<file path="config.mk">
export PLATFORM = sky130hd
export DESIGN_NAME = button_debounce
export DESIGN_NICKNAME = d
export VERILOG_FILES = /design/src/rtl/btn_pkg.sv /design/src/rtl/sync_2ff.sv /design/src/rtl/button_debounce.sv
export SDC_FILE = /design/constraint.sdc
export NUM_CORES = 1
export LEC_CHECK = 0
export ABC_AREA = 1
export CORE_ASPECT_RATIO = 0.6
export CORE_MARGIN = 10
export CORE_UTILIZATION = 60
export DETAILED_ROUTE_END_ITERATION = 10
export PLACE_DENSITY = 0.77
export SETUP_SLACK_MARGIN = 0.15
export SLEW_MARGIN = 20
export SYNTH_ARGS = -nofsm -noshare
export SYNTH_HDL_FRONTEND = slang
export SYNTH_HIERARCHICAL = 1
export SYNTH_SLANG_ARGS = --single-unit
</file>
<file path="constraint.sdc">
create_clock -name clk -period 1.9 [get_ports clk]
set_input_delay 0.38 -clock clk [delete_from_list [all_inputs] [get_ports clk]]
set_output_delay 0.38 -clock clk [all_outputs]
set_load 0.02 [all_outputs]
</file>
<file path="src/rtl/btn_pkg.sv">
// Shared types and helpers for the push-button debouncer.
package btn_pkg;

  typedef enum logic [1:0] {
    RELEASED     = 2'd0,
    PRESS_WAIT   = 2'd1,
    HELD         = 2'd2,
    RELEASE_WAIT = 2'd3
  } btn_state_e;

  function automatic longint ms_to_cycles(input longint osc_f, input longint ms);
    return (osc_f / 1000) * ms;
  endfunction

endpackage

</file>
<file path="src/rtl/sync_2ff.sv">
// Two-flop synchroniser for an asynchronous 1-bit board input.
module sync_2ff #(
  parameter logic RST_VAL = 1'b0
) (
  input  logic clk,
  input  logic rst_n,
  input  logic d,
  output logic q
);

  logic s1_q, s2_q;

  always_ff @(posedge clk) begin
    if (!rst_n) begin
      s1_q <= RST_VAL;
      s2_q <= RST_VAL;
    end else begin
      s1_q <= d;
      s2_q <= s1_q;
    end
  end

  assign q = s2_q;

endmodule

</file>
<file path="src/rtl/button_debounce.sv">
// Debounces the active-low board button into a level plus press/release/long strobes.
// Define BUTTON_REPEAT_EN to re-fire press_pulse periodically after a long press.
module button_debounce
  import btn_pkg::*;
#(
  parameter int OscF        = 24_000_000,
  parameter int DebounceMs  = 20,
  parameter int LongPressMs = 1000,
  parameter int RepeatMs    = 200
) (
  input  logic clk,
  input  logic rst_n,
  input  logic button,
  output logic pressed,
  output logic press_pulse,
  output logic release_pulse,
  output logic long_pulse
);

  localparam longint DEB_L  = ms_to_cycles(OscF, DebounceMs);
  localparam longint LONG_L = ms_to_cycles(OscF, LongPressMs);
  localparam longint REP_L  = ms_to_cycles(OscF, RepeatMs);
  localparam longint MAX_DL = (DEB_L > LONG_L) ? DEB_L : LONG_L;
  localparam longint MAX_L  = (MAX_DL > REP_L) ? MAX_DL : REP_L;
  localparam int     CW     = $clog2(MAX_L) + 1;

  localparam logic [CW-1:0] DEB_M2  = (DEB_L >= 2) ? CW'(DEB_L - 2) : '0;
  localparam logic [CW-1:0] LONG_C  = CW'(LONG_L);
  localparam logic [CW-1:0] LONG_M1 = (LONG_L >= 1) ? CW'(LONG_L - 1) : '0;
  localparam bit            DEB_ONE = (DEB_L == 1);

  if (DEB_L < 1) begin : g_bad_deb
    $error("button_debounce: DebCycles must be at least 1");
  end

  logic sync_n, sync_p;

  sync_2ff #(.RST_VAL(1'b1)) u_sync (
    .clk   (clk),
    .rst_n (rst_n),
    .d     (button),
    .q     (sync_n)
  );

  assign sync_p = ~sync_n;

  btn_state_e    state_q, state_d;
  logic [CW-1:0] cnt_q, cnt_d, hold_cnt_q, hold_cnt_d, hold_inc;
  logic          pressed_q, pressed_d, press_q, press_d;
  logic          release_q, release_d, long_q, long_d;
`ifdef BUTTON_REPEAT_EN
  localparam logic [CW-1:0] REP_C = CW'(REP_L);
  logic [CW-1:0] rep_cnt_q, rep_cnt_d, rep_inc;
`endif

  assign hold_inc = (hold_cnt_q == LONG_C) ? LONG_C : hold_cnt_q + CW'(1);

  always_comb begin
    state_d    = state_q;
    cnt_d      = cnt_q;
    hold_cnt_d = hold_cnt_q;
    pressed_d  = pressed_q;
    press_d    = 1'b0;
    release_d  = 1'b0;
    long_d     = 1'b0;
`ifdef BUTTON_REPEAT_EN
    rep_cnt_d  = rep_cnt_q;
    rep_inc    = rep_cnt_q + CW'(1);
`endif
    unique case (state_q)
      RELEASED: begin
        hold_cnt_d = '0;
`ifdef BUTTON_REPEAT_EN
        rep_cnt_d  = '0;
`endif
        if (sync_p) begin
          cnt_d = '0;
          if (DEB_ONE) begin
            state_d   = HELD;
            press_d   = 1'b1;
            pressed_d = 1'b1;
          end else begin
            state_d = PRESS_WAIT;
          end
        end
      end
      PRESS_WAIT: begin
        if (!sync_p) begin
          state_d = RELEASED;
        end else if (cnt_q == DEB_M2) begin
          state_d    = HELD;
          press_d    = 1'b1;
          pressed_d  = 1'b1;
          hold_cnt_d = '0;
        end else begin
          cnt_d = cnt_q + CW'(1);
        end
      end
      HELD: begin
        hold_cnt_d = hold_inc;
        // hold_inc only passes LONG_M1 once per press, so this fires once
        if (hold_inc == LONG_M1 && hold_cnt_q != LONG_M1) begin
          long_d = 1'b1;
`ifdef BUTTON_REPEAT_EN
          rep_cnt_d = '0;
        end else if (hold_cnt_q >= LONG_M1) begin
          // repeat timer runs only while firmly held; a release bounce freezes it
          if (rep_inc == REP_C) begin
            press_d   = 1'b1;
            rep_cnt_d = '0;
          end else begin
            rep_cnt_d = rep_inc;
          end
`endif
        end
        if (!sync_p) begin
          cnt_d = '0;
          if (DEB_ONE) begin
            state_d    = RELEASED;
            release_d  = 1'b1;
            pressed_d  = 1'b0;
            hold_cnt_d = '0;
`ifdef BUTTON_REPEAT_EN
            press_d    = 1'b0;
`endif
          end else begin
            state_d = RELEASE_WAIT;
          end
        end
      end
      RELEASE_WAIT: begin
        hold_cnt_d = hold_inc;
        if (sync_p) begin
          state_d = HELD;
        end else if (cnt_q == DEB_M2) begin
          state_d    = RELEASED;
          release_d  = 1'b1;
          pressed_d  = 1'b0;
          hold_cnt_d = '0;
        end else begin
          cnt_d = cnt_q + CW'(1);
        end
      end
      default: state_d = RELEASED;
    endcase
  end

  always_ff @(posedge clk) begin
    if (!rst_n) begin
      state_q    <= RELEASED;
      cnt_q      <= '0;
      hold_cnt_q <= '0;
      pressed_q  <= 1'b0;
      press_q    <= 1'b0;
      release_q  <= 1'b0;
      long_q     <= 1'b0;
`ifdef BUTTON_REPEAT_EN
      rep_cnt_q  <= '0;
`endif
    end else begin
      state_q    <= state_d;
      cnt_q      <= cnt_d;
      hold_cnt_q <= hold_cnt_d;
      pressed_q  <= pressed_d;
      press_q    <= press_d;
      release_q  <= release_d;
      long_q     <= long_d;
`ifdef BUTTON_REPEAT_EN
      rep_cnt_q  <= rep_cnt_d;
`endif
    end
  end

  assign pressed       = pressed_q;
  assign press_pulse   = press_q;
  assign release_pulse = release_q;
  assign long_pulse    = long_q;

endmodule

</file>
# Yosys cells after proc, flatten, opt, wreduce, memory -nomap -nowiden
# Index checks and enable logic that the tools add are counted.
# word_totals
ff_bits	60
latch_bits	0
ram_bits	0
romBits	0
inputBits	3
word_cells	64
mem_count	0
# op_classes
add_sub_neg	2
multipliers	0
div	0
order_cmp	0
eq_ne	15
shifts	0
muxes	26
n_bitwise	2
reduce_logical	10
# op_table
cell	n
two-way mux 26 bit	10
case mux 26 bit (4 select lines)	2
adder 26 x 1 -> 26 bit (second input constant)	2
equality test 26 x 25 -> 1 bit (second input constant)	2
equality test 26 x 19 -> 1 bit (second input constant)	1
inequality test 26 x 25 -> 1 bit (second input constant)	1
two-way mux 2 bit	6
inequality test 2 bit (second input constant)	4
case mux 2 bit (4 select lines)	1
AND reduction 4 bit	2
two-way mux 1 bit	6
AND reduction 5 bit	1
equality test 2 bit (second input constant)	2
inequality test 2 x 1 -> 1 bit (second input constant)	2
AND reduction 2 bit	2
inequality test 3 x 2 -> 1 bit (second input constant)	1
inequality test 3 bit (second input constant)	1
AND reduction 3 bit	1
OR reduction 3 bit	1
equality test 2 x 1 -> 1 bit (second input constant)	1
zero test 2 bit	1
NOT 1 bit	2
case mux 1 bit (2 select lines)	1
nonzero test 2 bit	1
logical AND 1 bit	1

# Depth between registers and ports, before layout
# logic_depth
word_depth	5
mapped_depth	14
ltp_nobuf	14

# Modules after synthesis
# Netlist, hierarchy kept.
# by_module_without_submodules
mod	instances	cells_per_inst	area_each_um2
button_debounce	1	644	3902.5
sync_2ff	1	6	55.1

# Least setup slack after synthesis
# Ideal clock, no wire load.
# synth_timing
kind	reg2reg
startpoint	reg hold_cnt_q[1]
endpoint	reg long_q, in the netlist long_pulse
arrival_time_ps	1481
slack_ps	308
path_stages_with_launch	13
n_path_buf	0
synth_period_minus_slack_ps	1592
path_cell_list	dfxtp_1 -> ha_1 -> nand2_1 -> nor2_2 -> nand2_2 -> nor2_2 -> nand2_1 -> o21ai_0 -> nand2_1 -> inv_1 -> nor2_1 -> nand3_1 -> nor2_1
# synth_between
elab_chain_cells	5
# synth_rtl
item	line	rtl
start: declaration	button_debounce.sv:48	logic [CW-1:0] cnt_q, cnt_d, hold_cnt_q, hold_cnt_d, hold_inc;
start signal: assignment	button_debounce.sv:163	hold_cnt_q <= hold_cnt_d;
adder 26 x 1 -> 26 bit or equality test 26 x 25 -> 1 bit (tied branches)	button_debounce.sv:56	assign hold_inc = (hold_cnt_q == LONG_C) ? LONG_C : hold_cnt_q + CW'(1);
two-way mux 26 bit	button_debounce.sv:56	
equality test 26 x 25 -> 1 bit	button_debounce.sv:102	if (hold_inc == LONG_M1 && hold_cnt_q != LONG_M1) begin
logical AND 1 bit (*)	button_debounce.sv:102	
two-way mux 1 bit (*)	button_debounce.sv:102	
end signal: assignment	button_debounce.sv:167	long_q <= long_d;
end: declaration	button_debounce.sv:50	logic release_q, release_d, long_q, long_d;
# Every way passes the cells marked *; elsewhere a longest branch is shown, timed or not.
# A chain may end at the register's enable or synchronous reset.

# Worst setup path in the final report
# Same ends and word-level chain as after synthesis.

==> impl_metrics.tcl <==
set metrics [dict create \
    cts_buffer_depth 2 \
    p_leak_nw 1.89 \
    cts-htree-levels 3 \
    irDropWorstVdd_v 0.000567 \
    globalplace.congestion 1.02 \
    p_switching_mw 0.606 \
    endpoint_kind "flip-flop" \
    dpl_cell_area_mm2 0.00428 \
    crit_chain "buf_6, inv_1, ha_1, nand2_1, nor2_1, nand4_1, nor3_2, nand3_1, nor2_2, nand3_1, nor2_1" \
    diodes 0 \
    antenna_found_initial 0 \
    required_ns 2.20 \
    drt-total-wl_um 13600 \
    fp.dieH_um 82.9 \
    crit_buf_inv 2 \
    track_usage 0.225 \
    path_delay_family "simple AND/OR/NAND/NOR gates" \
    dr.first_iter.drc_count 749 \
    internal_power_mw 2.15 \
    report.final.setup_viol 1 \
    slowest_stage "dfxtp_2" \
    cts_tree "built" \
    antenna_left 0 \
    power.density_mw_per_mm2 535 \
    clockRootBuffer "clkbuf_8" \
    final_cell_area_mm2 0.00516 \
    syn-instance-count 650 \
    yosys_warnings 6 \
    rsz0062_at_grt "yes" \
    numCtsBuffers 9 \
    max_freq_mhz 524 \
    r2r_start "hold_cnt_q[1]" \
    synth_area_mm2 0.00396 \
    seqPwrFrac 0.455 \
    path_class "reg -> reg" \
    area_growth_pct 30.3 \
    relSlewSlack 0.615 \
    period_share 1.01 \
    io_buffers 6 \
    core.rowCount 22 \
    ios 7 \
    drcViolationCount 0 \
    firstDrtPassIters 8 \
    drive_above_1_share 0.262 \
    ys_seq_area_frac 0.304 \
    synth_nets 657 \
    hold_viol 0 \
    setup_ws_ns -0.00995 \
    crit_arrival_ns 2.21 \
    slew_viol_final 0 \
    path_max_fanout 4 \
    nets 704 \
    post_drt_wl_per_cell_um 17.3 \
    avgSynthCellArea_um2 6.09 \
    pwr-share-clk 0.506 \
    synth-seq-cells 60 \
    die_width_um 125 \
    worst_slew_pin_slew_ns 0.575 \
    mostFrequentLayoutCells "nand2_1, nor2_1, nand3_1, inv_1, buf_4" \
    ys_types 30 \
    avgViaCountPerCell 6.04 \
    cts.clk_slew.worst_paths_ns 0.07 \
    final_core_util 0.825 \
    grt_pass1_wl_um 19600 \
    overflow 0 \
    min_path_type "reg -> reg" \
    netSwitchingFraction 0.219 \
    start_util 0.633 \
    dp_hpwl_um 8730 \
    critical-path-max-stage-delay_ns 0.37 \
    core_mm2 0.00625 \
    crit_start "hold_cnt_q[1]" \
    cap_violations 0 \
    violations "negative setup slack" \
    hold_buffers 0 \
    place_ws_ns -0.0294 \
    fin_hold_ws_ns 0.467 \
    skew_ns 0.0102 \
    hp-start "u_sync/s1_q" \
    clk_latency_ns 0.35 \
    fill_cells 411 \
    final_common_cell "nand2_1" \
    start_kind "flip-flop" \
    period_needed_ns 1.91 \
    die_area_mm2 0.0104 \
    grt_pass1_vias 3786 \
    grt_max_degree 32 \
    clkSinkCount 60 \
    pwr-share-comb 0.039 \
    route.vias.total 4744 \
    outcome "finished, violations left" \
]
==> layout make-up <==
cell class,count,area (um2),share of cell area
Sequential cell,60,1250,0.242
Timing Repair Buffer,58,544,0.106
Clock inverter,5,100,0.0194
Clock buffer,11,131,0.0255
Inverter,73,279,0.0541
Multi-Input combinational cell,495,2750,0.533
Tap cell,84,105,0.0204
==> worst min-delay path: cells and delay by family, from the launching register on <==
kind / cells / cell delay (ns)
and+or+nand+nor: 1 / 0.06
buffers and inverters: 1 / 0.05
DFF: 1 / 0.33
==> sequential cells by signal, summed over array words and instances, names as in the netlist, named ones only <==
| register | count |
|---|---|
| pressed | 1 |
| u_sync/s1_q | 1 |
| state_q | 1 |
| long_pulse | 1 |
| hold_cnt_q | 26 |
| press_pulse | 1 |
| release_pulse | 1 |
| cnt_q | 26 |
| u_sync/q | 1 |
==> synth_stat cells <==
cell      number  area (um2)
nand3b_1       6        45.0
xnor2_1        4        35.0
nor2_1       103         387
a211oi_1       1        7.51
clkbuf_2       1        5.00
nand2_2        2        12.5
nand2_4        2        22.5
nand3_1       85         425
nor4_1         1        6.26
buf_6          4        45.0
dfxtp_1       60        1200
or2_2          1        6.26
ha_1           4        50.1
buf_2          7        35.0
o21bai_1       2        15.0
nand3_2        1        10.0
xor2_1        16         140
nor3_1        15        75.1
nor2_4         2        22.5
nand4_1       29         181
o21ai_0        7        35.0
inv_2          2        7.51
and3_1         2        12.5
o21ai_1        3        15.0
inv_1         71         267
buf_1          1        3.75
clkbuf_1      10        37.5
nor2_2         5        31.3
nand2_1      156         586
a21oi_1       47         235
==> worst paths after layout <==
path / to / slack [ns] / depth (start not counted)
max: long_pulse / -0.01 / 11
max reg2reg: long_pulse / -0.01 / 11
min: u_sync/q / 0.47 / 2
min reg2reg: u_sync/q / 0.47 / 2
==> what timing repair did <==
item                       4_1_cts  5_1_grt
setup endpoints to repair       40       46
resized for setup               21      125
pin swaps                        5       39
buffers inserted                 4       12
cloned                           0        3
==> kinds of logic (layout without fill, tap and decap cells) <==
group | count (synthesis) | count (layout) | synth area share
XOR/XNOR | 20 | 20 | 0.0443
buffers and inverters | 96 | 147 | 0.101
AO/OA/AOI/OAI | 60 | 60 | 0.0778
flip-flops | 60 | 60 | 0.304
adder cells (fa/ha/maj) | 4 | 4 | 0.0126
AND/OR/NAND/NOR | 410 | 411 | 0.461
==> power groups by stage <==
stage | logic (mW) | registers (mW) | clock network (mW)
3_5_place_dp | 0.0734 | 1.29 | 0
5_1_grt | 0.113 | 1.25 | 1.48
2_1_floorplan | 0.0487 | 1.29 | 0
6_report | 0.108 | 1.25 | 1.40
3_3_place_gp | 0.0720 | 1.29 | 0
4_1_cts | 0.0752 | 1.26 | 1.41
==> metal layers <==
layer | global-route usage | wire length [um] | up-vias
met1 | 0.351 | 5910 | 2136
met5 | 0 | 0 | -
li1 | - | - | 2209
met4 | 0.0466 | 199 | 0
met3 | 0.0825 | 2240 | 32
met2 | 0.273 | 5270 | 367
==> stage by stage <==
step                      power, mW  setup TNS [ns]  std cells
final                          2.76        -0.00995        786
after global routing           2.84          -0.189        786
after floorplan                1.34               0        650
after detailed placement       1.37         -0.0294        751
after CTS                      2.75               0        771
after global placement         1.37               0        751
Power figures use the tool's default switching activity.
